===== config.mk =====
export PLATFORM = sky130hd
export DESIGN_NAME = tmr_recovery_ctrl
export DESIGN_NICKNAME = d
export VERILOG_FILES = /design/src/rtl/tmr_recovery_ctrl.sv
export SDC_FILE = /design/constraint.sdc
export NUM_CORES = 1
export LEC_CHECK = 0
export ABC_AREA = 1
export ABC_CLOCK_PERIOD_IN_PS = 1600
export CAP_MARGIN = 0
export CORE_ASPECT_RATIO = 1.25
export CORE_MARGIN = 3
export CORE_UTILIZATION = 46
export CTS_CLUSTER_DIAMETER = 40
export CTS_CLUSTER_SIZE = 25
export DETAILED_ROUTE_END_ITERATION = 10
export PLACE_DENSITY = 0.81
export SYNTH_ARGS = -nofsm -noshare
export SYNTH_HDL_FRONTEND = slang
export SYNTH_SLANG_ARGS = --single-unit

===== constraint.sdc =====
create_clock -name clk -period 1.6 [get_ports clk]
set_input_delay 0.32 -clock clk [delete_from_list [all_inputs] [get_ports clk]]
set_output_delay 0.32 -clock clk [all_outputs]
set_load 0.02 [all_outputs]

===== src/rtl/tmr_recovery_ctrl.sv =====
// TMR voter with a mismatch-episode recovery FSM (observe, resync, cooldown, quarantine).
// Optional feature macro TMR_REC_STRIKE_EN: repeated transient episodes on one replica quarantine it.
module tmr_recovery_ctrl #(
  parameter int WIDTH      = 8,
  parameter int PERSIST_TH = 4,
  parameter int STRIKE_TH  = 3,
  parameter int COOLDOWN   = 8
) (
  input  logic             clk,
  input  logic             rst_n,
  input  logic [WIDTH-1:0] r_a,
  input  logic [WIDTH-1:0] r_b,
  input  logic [WIDTH-1:0] r_c,
  input  logic             in_valid,
  input  logic             clear_sus,
  output logic [WIDTH-1:0] voted_out,
  output logic             fault_flag,
  output logic             resync_en,
  output logic [1:0]       resync_sel,
  output logic             sus_trojan,
  output logic [2:0]       quarantine,
  output logic             uncorrectable,
  output logic [2:0]       state
);

  // state    | meaning
  // MONITOR  | all replicas agree, waiting for a mismatch episode
  // OBSERVE  | one replica (bad_id) differs, counting persistence
  // RESYNC   | single cycle reload command for bad_id
  // COOLDOWN | fixed settle window after resync, no new episodes
  // SUSPECT  | bad_id quarantined, voting on the remaining pair
  // FAIL     | no majority available, sticky until clear_sus
  typedef enum logic [2:0] {
    ST_MONITOR  = 3'd0,
    ST_OBSERVE  = 3'd1,
    ST_RESYNC   = 3'd2,
    ST_COOLDOWN = 3'd3,
    ST_SUSPECT  = 3'd4,
    ST_FAIL     = 3'd5
  } state_t;

  localparam int PW = $clog2(PERSIST_TH + 1);
  localparam int CW = (COOLDOWN > 1) ? $clog2(COOLDOWN) : 1;
  localparam logic [PW-1:0] PERSIST_MAX = PW'(PERSIST_TH);
  localparam logic [CW-1:0] CD_LOAD     = CW'(COOLDOWN - 1);

  state_t          state_q, state_d;
  logic [1:0]      bad_q, bad_d;
  logic [PW-1:0]   persist_q, persist_d, persist_inc;
  logic [CW-1:0]   cd_q, cd_d;
  logic [2:0]      quar_q, quar_d;
  logic            sus_q, sus_d;
  logic            unc_q, unc_d;

  logic            eq_ab, eq_bc, eq_ac;
  logic            cls_none, cls_triple, cls_single;
  logic [1:0]      single_id;
  logic            pair_diff;
  logic [WIDTH-1:0] majority, pair_val, vote_d;

`ifdef TMR_REC_STRIKE_EN
  localparam int SW = $clog2(STRIKE_TH + 1);
  localparam logic [SW-1:0] STRIKE_MAX = SW'(STRIKE_TH);
  logic [2:0][SW-1:0] strike_q, strike_d;
  logic [SW-1:0]      strike_inc;

  assign strike_inc = (strike_q[bad_q] == STRIKE_MAX) ? strike_q[bad_q]
                                                      : strike_q[bad_q] + 1'b1;
`endif

  assign eq_ab      = (r_a == r_b);
  assign eq_bc      = (r_b == r_c);
  assign eq_ac      = (r_a == r_c);
  assign cls_none   = eq_ab & eq_bc;
  assign cls_triple = ~eq_ab & ~eq_bc & ~eq_ac;
  assign cls_single = ~cls_none & ~cls_triple;
  assign majority   = (r_a & r_b) | (r_a & r_c) | (r_b & r_c);

  always_comb begin
    single_id = 2'd2;
    if (eq_bc)      single_id = 2'd0;
    else if (eq_ac) single_id = 2'd1;
  end

  // With a replica quarantined only the remaining pair votes; a split pair holds the output.
  always_comb begin
    pair_diff = 1'b0;
    pair_val  = majority;
    if (quar_q[0]) begin
      pair_diff = ~eq_bc;
      pair_val  = r_b;
    end else if (quar_q[1]) begin
      pair_diff = ~eq_ac;
      pair_val  = r_a;
    end else if (quar_q[2]) begin
      pair_diff = ~eq_ab;
      pair_val  = r_a;
    end
  end

  assign vote_d      = pair_diff ? voted_out : pair_val;
  assign persist_inc = (persist_q == PERSIST_MAX) ? persist_q : persist_q + 1'b1;

  always_comb begin
    state_d   = state_q;
    bad_d     = bad_q;
    persist_d = persist_q;
    cd_d      = cd_q;
    quar_d    = quar_q;
    sus_d     = sus_q;
    unc_d     = unc_q;
`ifdef TMR_REC_STRIKE_EN
    strike_d  = strike_q;
`endif
    if (clear_sus) begin
      state_d   = ST_MONITOR;
      persist_d = '0;
      cd_d      = '0;
      quar_d    = 3'b000;
      sus_d     = 1'b0;
      unc_d     = 1'b0;
`ifdef TMR_REC_STRIKE_EN
      strike_d  = '0;
`endif
    end else if (in_valid) begin
      case (state_q)
        ST_MONITOR: begin
          if (cls_single) begin
            bad_d     = single_id;
            persist_d = PW'(1);
            state_d   = ST_OBSERVE;
          end else if (cls_triple) begin
            state_d = ST_FAIL;
          end
        end
        ST_OBSERVE: begin
          if (cls_single && (single_id == bad_q)) begin
            persist_d = persist_inc;
            if (persist_inc == PERSIST_MAX) state_d = ST_SUSPECT;
          end else if (cls_none) begin
            state_d = ST_RESYNC;
          end else begin
            state_d = ST_FAIL;
          end
        end
        ST_RESYNC: begin
          cd_d    = CD_LOAD;
          state_d = ST_COOLDOWN;
`ifdef TMR_REC_STRIKE_EN
          strike_d[bad_q] = strike_inc;
          if (strike_inc == STRIKE_MAX) state_d = ST_SUSPECT;
`endif
        end
        ST_COOLDOWN: begin
          if (cd_q == '0) state_d = ST_MONITOR;
          else            cd_d    = cd_q - 1'b1;
        end
        ST_SUSPECT: begin
          if (pair_diff) state_d = ST_FAIL;
        end
        ST_FAIL: begin
          state_d = ST_FAIL;
        end
        default: state_d = ST_MONITOR;
      endcase
      if ((state_d == ST_SUSPECT) && (state_q != ST_SUSPECT)) begin
        quar_d = 3'b001 << bad_d;
        sus_d  = 1'b1;
      end
      if (state_d == ST_FAIL) unc_d = 1'b1;
    end
  end

  always_ff @(posedge clk or negedge rst_n) begin
    if (!rst_n) begin
      state_q   <= ST_MONITOR;
      bad_q     <= 2'd0;
      persist_q <= '0;
      cd_q      <= '0;
      quar_q    <= 3'b000;
      sus_q     <= 1'b0;
      unc_q     <= 1'b0;
`ifdef TMR_REC_STRIKE_EN
      strike_q  <= '0;
`endif
    end else begin
      state_q   <= state_d;
      bad_q     <= bad_d;
      persist_q <= persist_d;
      cd_q      <= cd_d;
      quar_q    <= quar_d;
      sus_q     <= sus_d;
      unc_q     <= unc_d;
`ifdef TMR_REC_STRIKE_EN
      strike_q  <= strike_d;
`endif
    end
  end

  // fault_flag reports the raw replica comparison even when clear_sus masks the episode.
  always_ff @(posedge clk or negedge rst_n) begin
    if (!rst_n) begin
      voted_out  <= '0;
      fault_flag <= 1'b0;
    end else if (in_valid) begin
      voted_out  <= clear_sus ? majority : vote_d;
      fault_flag <= ~cls_none;
    end
  end

  assign state         = state_q;
  assign quarantine    = quar_q;
  assign sus_trojan    = sus_q;
  assign uncorrectable = unc_q;
  assign resync_en     = (state_q == ST_RESYNC);
  assign resync_sel    = resync_en ? bad_q : 2'b00;

endmodule

==> impl_metrics.json, run 1 <==
{
  "rr_worst_depth": 12,
  "grt_usage_pct": 25.5,
  "core_sq_um": 4530,
  "cts_root_buf": "clkbuf_8",
  "hold_buffers": 0,
  "antenna_left": 0,
  "clkTransAtPathRegs_ps": 100,
  "crit_end": "sus_trojan",
  "cts_tree": "built",
  "gpl.final_weighted_congestion": 0.869,
  "max_slew.worst_pin.slew_ps": 610,
  "grt_pass1_vias": 2496,
  "crit_fanout": 6,
  "die_h_um": 83.7,
  "drtIter0Drc": 281,
  "reg2reg_setup_slack_ps": -280,
  "vias": 2513,
  "fin_skew_ps": 7.43,
  "required_ps": 1820,
  "synth.avg_cell_area_sq_um": 7.66,
  "num_rows": 27,
  "vdd_drop_max_mv": 0.434,
  "whs_ps": 403,
  "synth-seq-cells": 25,
  "grt_max_degree": 26,
  "worstSetupStartpoint": "r_b[6]",
  "num_io_pins": 48,
  "synth_cells": 290,
  "global_route.usage.met1_pct": 30.1,
  "hpwl_um": 5210,
  "finalWorstSetupSlack_ps": -287,
  "yosysSeqAreaShare_pct": 28.2,
  "cap_violations": 0,
  "worstSetupStartpointType": "input port",
  "max_freq_mhz": 530,
  "setup_viol": 20,
  "drv_slew": 0,
  "synth_warnings": 0,
  "leakage_nw": 1.84,
  "clk-insertion-delay-late_ps": 280,
  "post-route-util_pct": 86.2,
  "period_share_pct": 118,
  "gr-usage-met2_pct": 45.7,
  "outcome": "finished with violations",
  "synth_nets": 346,
  "cts_buffer_depth": 2,
  "power_density_nw_per_um2": 624,
  "io_buffer_count": 47,
  "htree_levels": 1,
  "start_util_pct": 49.1,
  "die-area_sq_um": 5710,
  "r2r_start": "persist_q[0]",
  "area.growth.synth_to_final_pct": 75.7,
  "grt.busiest_layer": "met2",
  "drtPass1Iterations": 4,
  "rsz0062_at_grt": "yes",
  "viasPerCell": 5.70,
  "dpl_worst_slack_ps": -1030,
  "grt_first_pass_wirelength_um": 11300,
  "slew_headroom_pct": 58.8,
  "drt_wl_total_um": 7960,
  "min_path_type": "input port to asynchronous set/reset pin",
  "fillers": 228,
  "synthDistinctLibCells": 29,
  "violations": "setup timing",
  "n_antenna_cell": 0,
  "arrival_ps": 2100,
  "setup.worst_path.end_class": "register",
  "hold_viol": 0,
  "total_power_w": 0.00244,
  "met3_usage_pct": 2.70,
  "postPlaceCellArea_sq_um": 3400,
  "netlist_area_sq_um": 2220,
  "die-width_um": 68.2,
  "rr_endpoint": "quarantine[0]",
  "grt_overflow": 0,
  "wl_per_cell_um": 18.1,
  "drive_gt1_share_pct": 58.2,
  "cts_buffers": 3,
  "critical_path_class": "input port to register",
  "cts_sinks": 25,
  "final_nets": 440,
  "min_period_ps": 1890,
  "layout_common_cells": "buf_4, nand2_1, inv_2, ha_4, dfrtp_1",
  "final_common_cell": "buf_4",
  "drc_errors": 0,
  "final_area_sq_um": 3900,
  "antenna_found_initial": 0
}
## report_power, final
group,total (W),switching (W),internal [W]
clock,0.000399,0.000220,0.000179
combinational,0.00126,0.000682,0.000574
sequential,0.000782,0.0000696,0.000712
total,0.00244,0.000971,0.00147
## cell usage after synthesis
| master | number | share of area, % |
|---|---|---|
| a21oi_1 | 9 | 2.0 |
| a21oi_2 | 2 | 0.79 |
| a21oi_4 | 1 | 0.73 |
| clkbuf_1 | 3 | 0.51 |
| dfrtp_1 | 25 | 28 |
| ha_1 | 28 | 16 |
| inv_1 | 37 | 6.2 |
| inv_2 | 13 | 2.2 |
| mux2_2 | 8 | 4.1 |
| nand2_1 | 44 | 7.4 |
| nand2_2 | 10 | 2.8 |
| nand2_4 | 5 | 2.5 |
| nand3_1 | 15 | 3.4 |
| nand3_2 | 2 | 0.90 |
| nand3_4 | 1 | 0.79 |
| nand3b_1 | 1 | 0.34 |
| nand4_1 | 5 | 1.4 |
| nor2_1 | 32 | 5.4 |
| nor2_2 | 2 | 0.56 |
| nor2_4 | 3 | 1.5 |
| nor3_1 | 10 | 2.3 |
| nor3_2 | 2 | 0.90 |
| o21ai_0 | 8 | 1.8 |
| o21ai_1 | 3 | 0.68 |
| o21ai_2 | 4 | 1.6 |
| o22ai_1 | 13 | 3.7 |
| o311ai_0 | 1 | 0.39 |
| or2_4 | 1 | 0.39 |
| xor2_1 | 2 | 0.79 |
## routing by layer
layer / up-vias / part of all wire, %
met3: 50 / 7.3
met4: 0 / 4.7
met1: 1168 / 36
met5: - / 0
li1: 1147 / -
met2: 148 / 52
## sequential cells by signal (all words and copies together) (netlist names)
| signal | count |
|---|---|
| voted_out | 8 |
| cd_q | 3 |
| persist_q | 3 |
| quarantine | 3 |
| state | 3 |
| bad_q | 2 |
| fault_flag | 1 |
| sus_trojan | 1 |
| uncorrectable | 1 |
## cells by family (layout without fill, tap and decap cells)
kind of cell | Yosys count | after routing | share of synthesized area, %
flip-flops | 25 | 25 | 28.2
AO/OA/AOI/OAI | 41 | 41 | 11.7
XOR/XNOR | 2 | 2 | 0.788
adder cells (fa/ha/maj) | 28 | 28 | 15.8
AND/OR/NAND/NOR | 133 | 133 | 30.6
multiplexers | 8 | 8 | 4.05
buffers and inverters | 53 | 146 | 8.95
## worst max-delay path: stages
cell and delay (ps):
buf_8 110, ha_4 230, inv_4 60, nand2_4 50, nor2_4 130, nand2_4 120, nand2_2 110, nand2_2 70
nand2_4 100, nand3_4 110, nand2_4 110, nand2_4 70, nand2_2 70, nand3_2 90, nor2_4 180, nor2_1 70
nor2_1 100
## area by class of cell
class | count | area, sq um | share of cell area [%]
inverter | 50 | 205 | 5.26
tap | 58 | 72.6 | 1.86
multi-input combinational | 212 | 2080 | 53.2
clock buffer | 4 | 45.0 | 1.15
sequential | 25 | 628 | 16.1
timing repair buffer | 92 | 875 | 22.4
## metrics by stage
step | cells | setup TNS, ps
2_1_floorplan | 290 | -1120
3_3_place_gp | 429 | -18550
3_5_place_dp | 429 | -19540
4_1_cts | 437 | -1880
5_1_grt | 441 | -4730
6_report | 441 | -3210
## how the worst min path moves through the flow
stage	from	to	slack (ps)	cells after the start
floorplan	rst_n	bad_q[0]	20	0
global placement	fault_flag	fault_flag	470	2
detailed placement	sus_trojan	sus_trojan	480	2
CTS	rst_n	voted_out[2]	420	2
global route	rst_n	voted_out[2]	430	2
finish	rst_n	voted_out[2]	400	2
## repair_timing
action	in CTS	in global routing
setup buffers	5	4
cloned	0	0
pin swaps	44	37
resized for setup	197	79
setup endpoints to repair	31	31
endpoints found under the hold margin	0	0
Power figures use the tool's default switching activity.
==> inputs of run 2 (changes only) <==
--- a/config.mk
+++ b/config.mk
@@ -7,13 +7,16 @@
 export LEC_CHECK = 0
 export ABC_AREA = 1
 export ABC_CLOCK_PERIOD_IN_PS = 1600
-export CAP_MARGIN = 0
+export CAP_MARGIN = 20
+export CELL_PAD_IN_SITES_DETAIL_PLACEMENT = 2
+export CELL_PAD_IN_SITES_GLOBAL_PLACEMENT = 2
 export CORE_ASPECT_RATIO = 1.25
 export CORE_MARGIN = 3
-export CORE_UTILIZATION = 46
+export CORE_UTILIZATION = 26
 export CTS_CLUSTER_DIAMETER = 40
 export CTS_CLUSTER_SIZE = 25
 export DETAILED_ROUTE_END_ITERATION = 10
+export MAX_ROUTING_LAYER = met4
 export PLACE_DENSITY = 0.81
 export SYNTH_ARGS = -nofsm -noshare
 export SYNTH_HDL_FRONTEND = slang
==> impl_metrics.json, run 2 (same netlist as run 1, synthesis figures left out) <==
{
  "reg2reg_setup_slack_ps": -360,
  "core_sq_um": 8290,
  "cts_root_buf": "clkbuf_8",
  "leakage_nw": 1.80,
  "min_path_type": "input port to asynchronous set/reset pin",
  "final_nets": 450,
  "post-route-util_pct": 47.8,
  "grt_overflow": 0,
  "cts_sinks": 25,
  "gpl.final_weighted_congestion": 0.827,
  "vdd_drop_max_mv": 0.303,
  "vias": 2501,
  "critical_path_class": "register to register",
  "clkTransAtPathRegs_ps": 110,
  "intPower_w": 0.00148,
  "power_density_nw_per_um2": 640,
  "antenna_left": 0,
  "crit_family": "simple AND/OR/NAND/NOR gates",
  "arrival_ps": 2140,
  "multiInputGateArea_sq_um": 2100,
  "rr_worst_depth": 12,
  "slew_headroom_pct": 72.3,
  "register_area_sq_um": 631,
  "htree_levels": 1,
  "layout_common_cells": "buf_4, inv_2, nand2_1, ha_4, dfrtp_1",
  "wl_per_cell_um": 21.0,
  "setup_viol": 23,
  "worstSetupStartpoint": "persist_q[1]",
  "period_share_pct": 122,
  "fin_skew_ps": 7.44,
  "drv_slew": 0,
  "drtPass1Iterations": 4,
  "power_frac_comb_pct": 52.0,
  "worstSetupStartpointType": "register",
  "grt_max_degree": 26,
  "min_period_ps": 1960,
  "drc_errors": 0,
  "hold_viol": 0,
  "p_sw_w": 0.00106,
  "largest_reg_flops": 8,
  "cts_tree": "built",
  "r2r_start": "persist_q[1]",
  "p_seq_share_pct": 31.0,
  "num_rows": 37,
  "area.growth.synth_to_final_pct": 78.3,
  "finalWorstSetupSlack_ps": -355,
  "cts_buffers": 3,
  "clkPwrFrac_pct": 17.0,
  "num_io_pins": 48,
  "die-area_sq_um": 9700,
  "final_common_cell": "buf_4",
  "start_util_pct": 26.8,
  "cpPeakStageDelay_ps": 410,
  "crit_chain": "inv_2 > ha_4 > nand2_4 > xor2_4 > o21ai_2 > nand4_1 > nand2_4 > nand2_2 > nand2_2 > nand3_4 > nand3_2 > nand2_1",
  "top_register": "voted_out",
  "required_ps": 1780,
  "die_h_um": 109,
  "violations": "setup timing",
  "grt_pass1_vias": 2959,
  "hpwl_um": 7320,
  "rr_endpoint": "quarantine[1]",
  "viasPerCell": 5.10,
  "critical-path-slowest-cell": "dfrtp_1",
  "outcome": "finished with violations",
  "setup.worst_path.end_class": "register",
  "fillers": 893,
  "swShare_pct": 41.7,
  "total_power_w": 0.00254,
  "die-width_um": 88.7,
  "antenna_found_initial": 0,
  "n_antenna_cell": 0,
  "drt_wl_total_um": 10300,
  "grt_usage_pct": 22.4,
  "crit_fanout": 3,
  "rsz0062_at_grt": "yes",
  "clk-insertion-delay-late_ps": 290,
  "hold_buffers": 0,
  "cap_violations": 0,
  "grt_first_pass_wirelength_um": 15800,
  "cts_buffer_depth": 2,
  "path_buf_inv": 1,
  "drive_gt1_share_pct": 60.6,
  "max_freq_mhz": 511,
  "max_slew.worst_pin.slew_ps": 410,
  "drtIter0Drc": 53,
  "io_buffer_count": 47
}
[run 2: routing by layer]
layer  wire (um)  global-route usage [%]  vias to the layer above
met5           0                       -                        -
met4         161                    5.83                        0
met3         218                    1.42                       17
met2        6110                    44.1                       63
met1        3790                    23.7                     1261
li1            -                       -                     1160
[run 2: power groups by stage]
stage / Combinational [W] / Clock (W) / Sequential [W]
3_3_place_gp: 0.00106 / 0 / 0.000788
2_1_floorplan: 0.000493 / 0 / 0.000862
5_1_grt: 0.00142 / 0.000467 / 0.000800
3_5_place_dp: 0.00112 / 0 / 0.000786
4_1_cts: 0.00122 / 0.000428 / 0.000785
6_report: 0.00132 / 0.000433 / 0.000787
[run 2: worst max-delay path by stage]
stage | endpoint | slack [ps] | cells after the start
2_1_floorplan | sus_trojan | -180 | 15
3_3_place_gp | quarantine[1] | -1120 | 14
3_5_place_dp | quarantine[1] | -1200 | 14
4_1_cts | quarantine[0] | -280 | 11
5_1_grt | quarantine[1] | -440 | 13
6_report | quarantine[1] | -360 | 12
[run 2: what timing repair did]
item | in CTS | in global routing
pin swaps | 30 | 30
hold endpoints to repair | 0 | 0
endpoints found under the setup margin | 40 | 29
gates resized for setup | 224 | 50
buffers inserted | 10 | 5
[run 2: layout make-up]
cell class / count / share of cell area (%)
clock buffers: 4 / 1.14
repair buffers: 102 / 21.8
flip-flops and latches: 25 / 15.9
inverters: 50 / 5.12
well taps: 97 / 3.06
multi-input cells: 212 / 53.0
[run 2: worst reg2reg max path: stages, from the launching register on]
cell and delay [ps]:
dfrtp_1 410, inv_2 110, ha_4 150, nand2_4 70, xor2_4 210, o21ai_2 130
nand4_1 160, nand2_4 140, nand2_2 70, nand2_2 110, nand3_4 110, nand3_2 100
nand2_1 60
[run 2: stage by stage]
step / setup WS (ps) / instances / hold WS (ps) / instance area, sq um / TNS, ps
6_report: -355 / 490 / 405 / 3960 / -3290
5_1_grt: -436 / 490 / 433 / 3960 / -4960
4_1_cts: -281 / 485 / 417 / 3760 / -2290
2_1_floorplan: -175 / 290 / 24.4 / 2590 / -1120
3_3_place_gp: -1120 / 471 / 470 / 3480 / -21450
3_5_place_dp: -1200 / 471 / 508 / 3480 / -23510
